## src/rtl/clk_div_bank.sv

```systemverilog
// Bank of independent programmable clock dividers with shadowed, wrap-synchronous config updates.
// Optional CLK_DIV_SYNC_EN adds a bank-wide sync input that restarts all enabled channels together.
module clk_div_bank #(
    parameter int CHANNELS   = 2,
    parameter int CNT_W      = 30,
    parameter int DEF_PERIOD = 1_000_000,
    parameter int DEF_HIGH   = 500_000,
    localparam int CH_W      = (CHANNELS > 1) ? $clog2(CHANNELS) : 1
) (
    input  logic                CLK100MHZ,
    input  logic                CPU_RESETN,
`ifdef CLK_DIV_SYNC_EN
    input  logic                sync,
`endif
    input  logic                cfg_we,
    input  logic [CH_W-1:0]     cfg_ch,
    input  logic [CNT_W-1:0]    cfg_period,
    input  logic [CNT_W-1:0]    cfg_high,
    output logic                cfg_ready,
    input  logic [CHANNELS-1:0] en,
    output logic [CHANNELS-1:0] clk_out,
    output logic [CHANNELS-1:0] tick
);

    logic [CHANNELS-1:0] pending;
    logic [CNT_W-1:0]    wr_period;
    logic [CNT_W-1:0]    wr_high;

    always_comb begin
        cfg_ready = 1'b0;
        for (int i = 0; i < CHANNELS; i++) begin
            if (cfg_ch == CH_W'(i)) cfg_ready = !pending[i];
        end
    end

    // high is judged against the period as written, so period=1/high=1 stays constant high
    // after the clamp; all-ones high keeps ctr < high true for any legal ctr.
    always_comb begin
        wr_period = (cfg_period < CNT_W'(2)) ? CNT_W'(2) : cfg_period;
        if (cfg_high == '0)
            wr_high = '0;
        else if (cfg_high >= cfg_period)
            wr_high = '1;
        else
            wr_high = cfg_high;
    end

    for (genvar g = 0; g < CHANNELS; g++) begin : g_ch
        logic [CNT_W-1:0] ctr;
        logic [CNT_W-1:0] act_period;
        logic [CNT_W-1:0] act_high;
        logic [CNT_W-1:0] shd_period;
        logic [CNT_W-1:0] shd_high;
        logic             pend_r;
        logic             clk_r;
        logic             tick_r;
        logic             wr_hit;
        logic             wrap;
        logic             restart;
        logic             load;

        assign wr_hit = cfg_we && cfg_ready && (cfg_ch == CH_W'(g));
        assign wrap   = (ctr >= act_period - CNT_W'(1));
`ifdef CLK_DIV_SYNC_EN
        assign restart = wrap || sync;
        assign load    = pend_r && (!en[g] || wrap || sync);
`else
        assign restart = wrap;
        assign load    = pend_r && (!en[g] || wrap);
`endif

        always_ff @(posedge CLK100MHZ or negedge CPU_RESETN) begin
            if (!CPU_RESETN) begin
                ctr        <= '0;
                act_period <= CNT_W'(DEF_PERIOD);
                act_high   <= CNT_W'(DEF_HIGH);
                shd_period <= CNT_W'(DEF_PERIOD);
                shd_high   <= CNT_W'(DEF_HIGH);
                pend_r     <= 1'b0;
                clk_r      <= 1'b0;
                tick_r     <= 1'b0;
            end else begin
                if (!en[g]) begin
                    ctr    <= '0;
                    clk_r  <= 1'b0;
                    tick_r <= 1'b0;
                end else begin
                    clk_r  <= (ctr < act_high);
                    tick_r <= (ctr == '0);
                    ctr    <= restart ? '0 : ctr + CNT_W'(1);
                end
                // A write is only accepted with nothing pending, so it never races a load.
                if (wr_hit) begin
                    shd_period <= wr_period;
                    shd_high   <= wr_high;
                    pend_r     <= 1'b1;
                end else if (load) begin
                    act_period <= shd_period;
                    act_high   <= shd_high;
                    pend_r     <= 1'b0;
                end
            end
        end

        assign pending[g] = pend_r;
        assign clk_out[g] = clk_r;
        assign tick[g]    = tick_r;
    end

endmodule

```

## config.mk

```make
export PLATFORM = sky130hd
export DESIGN_NAME = clk_div_bank
export DESIGN_NICKNAME = d
export VERILOG_FILES = /design/src/rtl/clk_div_bank.sv
export SDC_FILE = /design/constraint.sdc
export NUM_CORES = 1
export LEC_CHECK = 0
export BUFFER_PORTS_ARGS = -buffer_cell sky130_fd_sc_hd__buf_2
export CORE_AREA = 2 2 156 196
export CTS_BUF_LIST = sky130_fd_sc_hd__clkbuf_4 sky130_fd_sc_hd__clkbuf_8
export CTS_CLUSTER_SIZE = 30
export DETAILED_ROUTE_END_ITERATION = 8
export DIE_AREA = 0 0 158 198
export PLACE_DENSITY = 0.77
export SYNTH_ARGS = -nofsm -noshare
export SYNTH_HDL_FRONTEND = slang
export SYNTH_SLANG_ARGS = --single-unit
```

## constraint.sdc

```tcl
create_clock -name CLK100MHZ -period 6.2 [get_ports CLK100MHZ]
set_input_delay 0.31 -clock CLK100MHZ [delete_from_list [all_inputs] [get_ports CLK100MHZ]]
set_output_delay 0.31 -clock CLK100MHZ [all_outputs]
set_load 0.005 [all_outputs]
```

# Word-level counts from Yosys, hierarchy flattened
# Index checks and enable logic that the tools add are counted.
# totals
ff_bits	306
# classes
mux	16
addsub	4
bitwise_logic	3
n_lt_le_gt_ge	6
n_reduce_logical	18
# ops
cell	n
30-bit 2-to-1 mux	7
30-bit greater-or-equal comparator	3
30-bit logical NOT	3
30-bit by 1-bit adder with 30-bit output, second input constant	2
30-bit less-than comparator	2
30-bit by 1-bit subtractor with 30-bit output, second input constant	2
30-bit by 2-bit less-than comparator with 1-bit output, second input constant	1
1-bit 2-to-1 mux	9
1-bit logical AND	5
1-bit logical NOT	4
2-bit AND reduction	2
2-bit nonzero test	2
1-bit inverter	3
1-bit logical OR	2

# Longest topological paths before layout
# Gate-level depths: netlist (run 1).
# logic_depth
depth_word	6
mapped_depth	16

# Least setup slack after synthesis (run 1)
# No wires, ideal clock.
# synth_timing
kind	reg2reg
start	register g_ch[0].act_period[15]
end	register g_ch[0].act_high[0]
t_arrival_ns	4.482
n_path_buf	3
setup_slack_ns	1.593
stages_incl_launch_ff	17
setup_ns	0.125
required_ns	6.075
path_cell_list	dfrtp_1 -> or4_4 -> or4_1 -> buf_2 -> or4_4 -> or3_4 -> nor2_1 -> xnor2_1 -> ha_1 -> nand4_1 -> nor4_1 -> a221oi_1 -> and3_1 -> a211o_1 -> clkbuf_1 -> clkbuf_1 -> mux2_2
# synth_via
elab_chain_cells	5
# synth_rtl
element	line_no	source
start, declared	50	logic [CNT_W-1:0] act_period;
start signal, assigned	75	act_period <= CNT_W'(DEF_PERIOD);
start signal, assigned	98	act_period <= shd_period;
30-bit by 1-bit subtractor with 30-bit output	63	assign wrap = (ctr >= act_period - CNT_W'(1));
30-bit greater-or-equal comparator	63	
1-bit logical OR	69	assign load = pend_r && (!en[g] || wrap);
1-bit logical AND	69	
2-bit AND reduction (no line)	n/a	
end signal, assigned	76	act_high <= CNT_W'(DEF_HIGH);
end signal, assigned	99	act_high <= shd_high;
end, declared	51	logic [CNT_W-1:0] act_high;
# No other way between the ends.
# A chain may end at the register's enable or synchronous reset.

# Final worst setup path (run 1)
# layout_timing
start	register g_ch[0].act_period[15]
end	register g_ch[0].act_period[8]
# layout_via
elab_chain_cells	5
# layout_rtl
element	line_no
30-bit by 1-bit subtractor with 30-bit output	63
30-bit greater-or-equal comparator	63
1-bit logical OR	69
1-bit logical AND	69
2-bit AND reduction (no line)	n/a
# No other way between the ends.

==> results.sh, run 1 <==
export IMPL_slowest_delay_ns=0.68
export IMPL_tightestPinTransition_ns=1.26
export IMPL_routed_wl_um=43900
export IMPL_hold_viol_final=0
export IMPL_critical_path_startpoint_type="flop"
export IMPL_ctsResizeCount=0
export IMPL_p_leak_nw=8.94
export IMPL_grt_start_max_net_pins=169
export IMPL_die_area_um2=31300
export IMPL_cts_max_level=2
export IMPL_use_met1=0.378
export IMPL_yosysTopAreaCellShare=0.359
export IMPL_nFillCells=2347
export IMPL_use_met2=0.468
export IMPL_async_flop_share=1.00
export IMPL_ant_nets=0
export IMPL_cts_root_buf="clkbuf_8"
export IMPL_portBuffers=70
export IMPL_antenna_found_initial=1
export IMPL_routed_via_density=6.09
export IMPL_die_h_um=198
export IMPL_grt_overflow=0
export IMPL_area_growth_pct=11.0
export IMPL_netlist_area_um2=17400
export IMPL_crit_path_end_kind="flop"
export IMPL_cp_buffers_inverters=1
export IMPL_period_needed_ns=5.31
export IMPL_gp_congestion=0.900
export IMPL_path_cells="or4_4 -> or4_1 -> or4_4 -> or3_4 -> nor2_1 -> xnor2_1 -> ha_1 -> nand4_1 -> nor4_1 -> a221oi_1 -> and3_1 -> a211o_2 -> buf_4 -> mux2_2"
export IMPL_critPathMostFrequentCell="or4_4"
export IMPL_ys_top_cells_by_area="dfrtp_1 (36%), ha_1 (11%), dfstp_2 (8.5%)"
export IMPL_relSlewSlack=0.157
export IMPL_fin_hold_ws_ns=0.0453
export IMPL_synth_edf_count=0
export IMPL_grt_usage=0.288
export IMPL_maxSlewViolCount=0
export IMPL_status="completed"
export IMPL_skew_ns=0.0255
export IMPL_synth_cell_types=56
export IMPL_dpl_hpwl_um=31000
export IMPL_arrival_ns=5.79
export IMPL_vias=13770
export IMPL_cts_num_sinks=306
export IMPL_hold_path_class="input port to flop"
export IMPL_slowest_stage="a211o_2"
export IMPL_utilization=0.651
export IMPL_path_delay_family="simple AND/OR/NAND/NOR gates"
export IMPL_synthFlopType="dfrtp_1"
export IMPL_fin_ws_ns=0.887
export IMPL_maxCapViolCount=0
export IMPL_cts_setup_buffers=0
export IMPL_cts_tree="yes"
export IMPL_rsz0062_at_grt="false"
export IMPL_regArea_um2=7730
export IMPL_use_met3=0.0633
export IMPL_syn_avg_cell_area_um2=9.86
export IMPL_synth_warnings=0
export IMPL_initial_core_util=0.587
export IMPL_ir_worst_vdd_uv=209
export IMPL_io_pins=71
export IMPL_setup_violations=0
export IMPL_worstSetupPathType="flop to flop"
export IMPL_powerDensity_nw_per_um2=376
export IMPL_drt_iter0_markers=919
export IMPL_firstDrtPassIters=5
export IMPL_cts_max_path_buffers=3
export IMPL_die_x_um=158
export IMPL_routedWlPerCell_um=19.4
export IMPL_synth_fp_nets=1985
export IMPL_fmax_ghz=0.188
export IMPL_syn_inst=1765
export IMPL_row_count=71
export IMPL_final_cell_mix="dfrtp_1 (250), nand2_1 (176), nor2_1 (173)"
export IMPL_mostFrequentLayoutCell="dfrtp_1"
export IMPL_setup_tns_ns=0
export IMPL_clk_latency_ns=0.61
export IMPL_synth_seq_cells=306
export IMPL_synth_seq_area_share=0.444
export IMPL_core_area_um2=29700
export IMPL_multi_input_area_um2=8980
export IMPL_fin_nets=2037
export IMPL_finalCritPeriodShare=0.857
export IMPL_cts_buffers=50
export IMPL_yosysTopAreaCell="dfrtp_1"
export IMPL_clk_pin_slew_ns=0.06
export IMPL_grt_first_pass_wirelength_um=70900
export IMPL_cts_hold_buf=3
export IMPL_busiest_layer="met2"
export IMPL_layout_drive_gt1_share=0.199
export IMPL_cp_required_ns=6.68
export IMPL_drc=0
export IMPL_crit_fanout=37
export IMPL_dp_slack_ns=0.927
export IMPL_grt_pass1_vias=13691
## synthesized netlist by cell type, types with 3 or more instances
master / number
buf_1: 5
inv_1: 108
xnor2_1: 60
clkbuf_1: 77
dfstp_2: 56
nor4_1: 47
mux2_2: 120
nand2_1: 177
nand3_1: 32
a211oi_1: 9
dfrtp_1: 250
a31oi_1: 63
buf_4: 4
nor2b_1: 6
a211o_1: 3
or3_1: 3
o21a_1: 4
ha_1: 154
o21ai_0: 89
and4_1: 6
nor2_1: 173
o31ai_1: 3
xor2_1: 51
and3_1: 23
nor3_1: 31
a21oi_1: 45
a21o_1: 15
nand4_1: 38
nand2b_1: 11
o211ai_1: 5
or4_1: 5
a221oi_1: 4
o221ai_1: 60
## report_power, final
| group | total (mW) | internal (mW) | switching, mW |
|---|---|---|---|
| registers | 3.26 | 2.72 | 0.539 |
| clock network | 2.05 | 1.21 | 0.838 |
| logic | 1.96 | 0.955 | 1.01 |
## final timing paths
path	endpoint	slack, ns	cells after the start	from
setup / recovery	g_ch[0].act_period[8]$_DFFE_PN0P_	0.89	14	g_ch[0].act_period[15]$_DFFE_PN0P_
hold / removal	g_ch[0].shd_period[17]$_DFFE_PN1P_	0.05	3	cfg_period[17]
setup reg to reg	g_ch[0].act_period[8]$_DFFE_PN0P_	0.89	14	g_ch[0].act_period[15]$_DFFE_PN0P_
hold reg to reg	g_ch[1].shd_period[10]$_DFFE_PN0P_	0.48	2	g_ch[1].shd_period[10]$_DFFE_PN0P_
max in group asynchronous	g_ch[1].act_high[27]$_DFFE_PN0P_	4.34	3	CPU_RESETN
min in group asynchronous	g_ch[0].ctr[0]$_DFF_PN0_	0.40	2	CPU_RESETN
## final cells by class
type,count,share of cell area
inverter,108,0.0210
sequential,306,0.400
clock inverter,15,0.00958
timing repair buffer,87,0.0263
clock buffer,79,0.0524
antenna,1,0.000130
tap,401,0.0260
multi-input combinational,1264,0.465
## cells by family (layout without fill, tap and decap cells)
| kind of cell | count (synthesis) | count (layout) | share of synthesized area |
|---|---|---|---|
| AND/OR/NAND/NOR | 566 | 566 | 0.152 |
| AO/OA/AOI/OAI | 312 | 312 | 0.116 |
| flip-flops | 306 | 306 | 0.444 |
| buffers and inverters | 195 | 289 | 0.0430 |
| adder cells (fa/ha/maj) | 154 | 154 | 0.111 |
| multiplexers | 121 | 121 | 0.0782 |
| XOR/XNOR | 111 | 111 | 0.0559 |
| other | 0 | 1 | 0 |
## registers in the layout (all words and copies together) (netlist names)
name,cells
g_ch.act_high,60
g_ch.act_period,60
g_ch.ctr,60
g_ch.shd_high,60
g_ch.shd_period,60
g_ch.clk_r,2
g_ch.pend_r,2
g_ch.tick_r,2
## through the flow
step / instance area, um2 / std cells / power, mW
6_report: 19300 / 2261 / 7.27
5_1_grt: 19300 / 2260 / 7.72
4_1_cts: 19300 / 2260 / 7.29
3_5_place_dp: 18100 / 2163 / 5.22
3_3_place_gp: 18100 / 2163 / 5.09
2_1_floorplan: 17400 / 1765 / 4.57
## worst register-to-register path, cell delays in order, from the launching register on
cell and delay, ns:
dfrtp_1 0.43, or4_4 0.55, or4_1 0.53, or4_4 0.53, or3_4 0.35, nor2_1 0.14, xnor2_1 0.14, ha_1 0.28
nand4_1 0.14, nor4_1 0.08, a221oi_1 0.34, and3_1 0.25, a211o_2 0.68, buf_4 0.38, mux2_2 0.37
## routing by layer
layer | vias up | routed length (um)
met5 | - | 8
met3 | 109 | 3120
met4 | 2 | 1450
met1 | 6760 | 18100
met2 | 484 | 21200
li1 | 6415 | -
Note: power is estimated with default switching activity, not from simulation.
==> run 2, diff against run 1 <==
--- a/config.mk
+++ b/config.mk
@@ -11,6 +11,7 @@
 export CTS_CLUSTER_SIZE = 30
 export DETAILED_ROUTE_END_ITERATION = 8
 export DIE_AREA = 0 0 158 198
+export HOLD_SLACK_MARGIN = 0.12
 export PLACE_DENSITY = 0.77
 export SYNTH_ARGS = -nofsm -noshare
 export SYNTH_HDL_FRONTEND = slang
==> results.sh, run 2 (synthesis results as in run 1) <==
export IMPL_utilization=0.668
export IMPL_ant_nets=0
export IMPL_period_needed_ns=5.32
export IMPL_cts_num_sinks=306
export IMPL_layout_drive_gt1_share=0.194
export IMPL_row_count=71
export IMPL_dpl_cell_area_um2=18100
export IMPL_skew_ns=0.0310
export IMPL_intPower_mw=4.90
export IMPL_slowest_stage="a211o_2"
export IMPL_vias=13988
export IMPL_p_clk_frac=0.281
export IMPL_cp_required_ns=6.69
export IMPL_drt_iter0_markers=900
export IMPL_maxSlewViolCount=0
export IMPL_dp_slack_ns=0.927
export IMPL_routedWlPerCell_um=19.4
export IMPL_cts_max_path_buffers=3
export IMPL_grt_usage=0.293
export IMPL_core_area_um2=29700
export IMPL_portBuffers=70
export IMPL_fin_nets=2088
export IMPL_crit_path_end_kind="flop"
export IMPL_die_h_um=198
export IMPL_cts_max_level=2
export IMPL_ir_worst_vdd_uv=210
export IMPL_die_x_um=158
export IMPL_path_cells="or4_4 -> or4_1 -> or4_4 -> or3_4 -> nor2_1 -> xnor2_1 -> ha_1 -> nand4_1 -> nor4_1 -> a221oi_1 -> and3_1 -> a211o_2 -> buf_4 -> mux2_2"
export IMPL_power_frac_seq=0.446
export IMPL_fin_ws_ns=0.883
export IMPL_ctsResizeCount=0
export IMPL_cts_setup_buffers=0
export IMPL_pwr_share_comb=0.272
export IMPL_p_total_mw=7.29
export IMPL_grt_overflow=0
export IMPL_gp_congestion=0.900
export IMPL_routed_via_density=6.05
export IMPL_nFillCells=2285
export IMPL_route_met3_wl_um=3150
export IMPL_clk_latency_ns=0.61
export IMPL_cts_root_buf="clkbuf_8"
export IMPL_drc=0
export IMPL_rsz0062_at_grt="false"
export IMPL_final_area_um2=19800
export IMPL_mostFrequentLayoutCell="dfrtp_1"
export IMPL_wl_met1_um=18100
export IMPL_cts_tree="yes"
export IMPL_antenna_found_initial=1
export IMPL_status="completed"
export IMPL_fin_hold_ws_ns=0.148
export IMPL_placed_cells_incl_taps=2163
export IMPL_wl_met2_um=21900
export IMPL_grt_pass1_vias=14092
export IMPL_die_area_um2=31300
export IMPL_setup_violations=0
export IMPL_tightestPinTransition_ns=1.27
export IMPL_area_growth_pct=14.0
export IMPL_swShare=0.328
export IMPL_crit_fanout=37
export IMPL_slowest_delay_ns=0.68
export IMPL_hold_path_class="input port to flop"
export IMPL_routed_wl_um=44800
export IMPL_p_leak_nw=9.16
export IMPL_firstDrtPassIters=5
export IMPL_grt_first_pass_wirelength_um=72300
export IMPL_hold_viol_final=0
export IMPL_finalCritPeriodShare=0.858
export IMPL_stdcell_count=2312
export IMPL_io_pins=71
export IMPL_dpl_hpwl_um=31000
export IMPL_cts_buffers=50
export IMPL_fmax_ghz=0.188
export IMPL_arrival_ns=5.80
export IMPL_initial_core_util=0.587
export IMPL_final_cell_mix="dfrtp_1 (250), nand2_1 (176), nor2_1 (173)"
export IMPL_worstSetupPathType="flop to flop"
export IMPL_critPathMostFrequentCell="or4_4"
export IMPL_setup_tns_ns=0
export IMPL_p_sw_mw=2.39
export IMPL_maxCapViolCount=0
export IMPL_top_layer_used="met5"
export IMPL_critical_path_startpoint_type="flop"
export IMPL_relSlewSlack=0.151
export IMPL_powerDensity_nw_per_um2=368
export IMPL_clk_pin_slew_ns=0.06
export IMPL_reg2reg_slack_ns=0.88
export IMPL_cts_hold_buf=54
export IMPL_grt_start_max_net_pins=169
==> run 2: changes by cell type in the layout (fill, tap and decap cells not counted), sizes merged <==
cell / delta
dlygate4sd3: +51
==> run 2: final timing paths <==
check                                                    from                                  to  depth (start not counted)
setup / recovery           g_ch[0].act_period[15]$_DFFE_PN0P_   g_ch[0].act_period[8]$_DFFE_PN0P_                         14
hold / removal                                    cfg_high[9]     g_ch[1].shd_high[9]$_DFFE_PN0P_                          3
setup reg to reg           g_ch[0].act_period[15]$_DFFE_PN0P_   g_ch[0].act_period[8]$_DFFE_PN0P_                         14
hold reg to reg            g_ch[1].shd_period[10]$_DFFE_PN0P_  g_ch[1].shd_period[10]$_DFFE_PN0P_                          2
max in group asynchronous                          CPU_RESETN    g_ch[1].act_high[27]$_DFFE_PN0P_                          3
min in group asynchronous                          CPU_RESETN            g_ch[0].ctr[0]$_DFF_PN0_                          2
==> run 2: critical path: cells and delay by family (launching register included) <==
| kind | cells | cell delay [ns] |
|---|---|---|
| buffers and inverters | 1 | 0.35 |
| muxes | 1 | 0.36 |
| and+or+nand+nor | 8 | 2.58 |
| DFF | 1 | 0.43 |
| xor gates and xnor gates | 1 | 0.14 |
| AOI/OAI and AO/OA | 2 | 1.02 |
| adders and majority gates | 1 | 0.28 |
==> run 2: per-layer routing <==
metal  vias up  track usage
met1      6864        0.376
met3       119       0.0663
met2       472        0.484
li1       6531            -
met5         -            0
met4         2        0.115
==> run 2: power groups by stage <==
stage	Combinational, mW	Sequential, mW	Clock [mW]
final	1.99	3.26	2.05
after global routing	2.24	3.34	2.17
after CTS	1.98	3.25	2.08
after detailed placement	1.94	3.28	0
after global placement	1.83	3.25	0
after floorplan	1.51	3.06	0
==> run 2: cell type report <==
class / count / area, um2 / area share
sequential: 306 / 7730 / 0.390
antenna: 1 / 2.50 / 0.000126
timing repair buffer: 138 / 1020 / 0.0514
tap: 401 / 502 / 0.0253
multi-input combinational: 1264 / 8980 / 0.453
clock buffer: 79 / 1010 / 0.0510
clock inverter: 15 / 185 / 0.00934
inverter: 108 / 405 / 0.0204
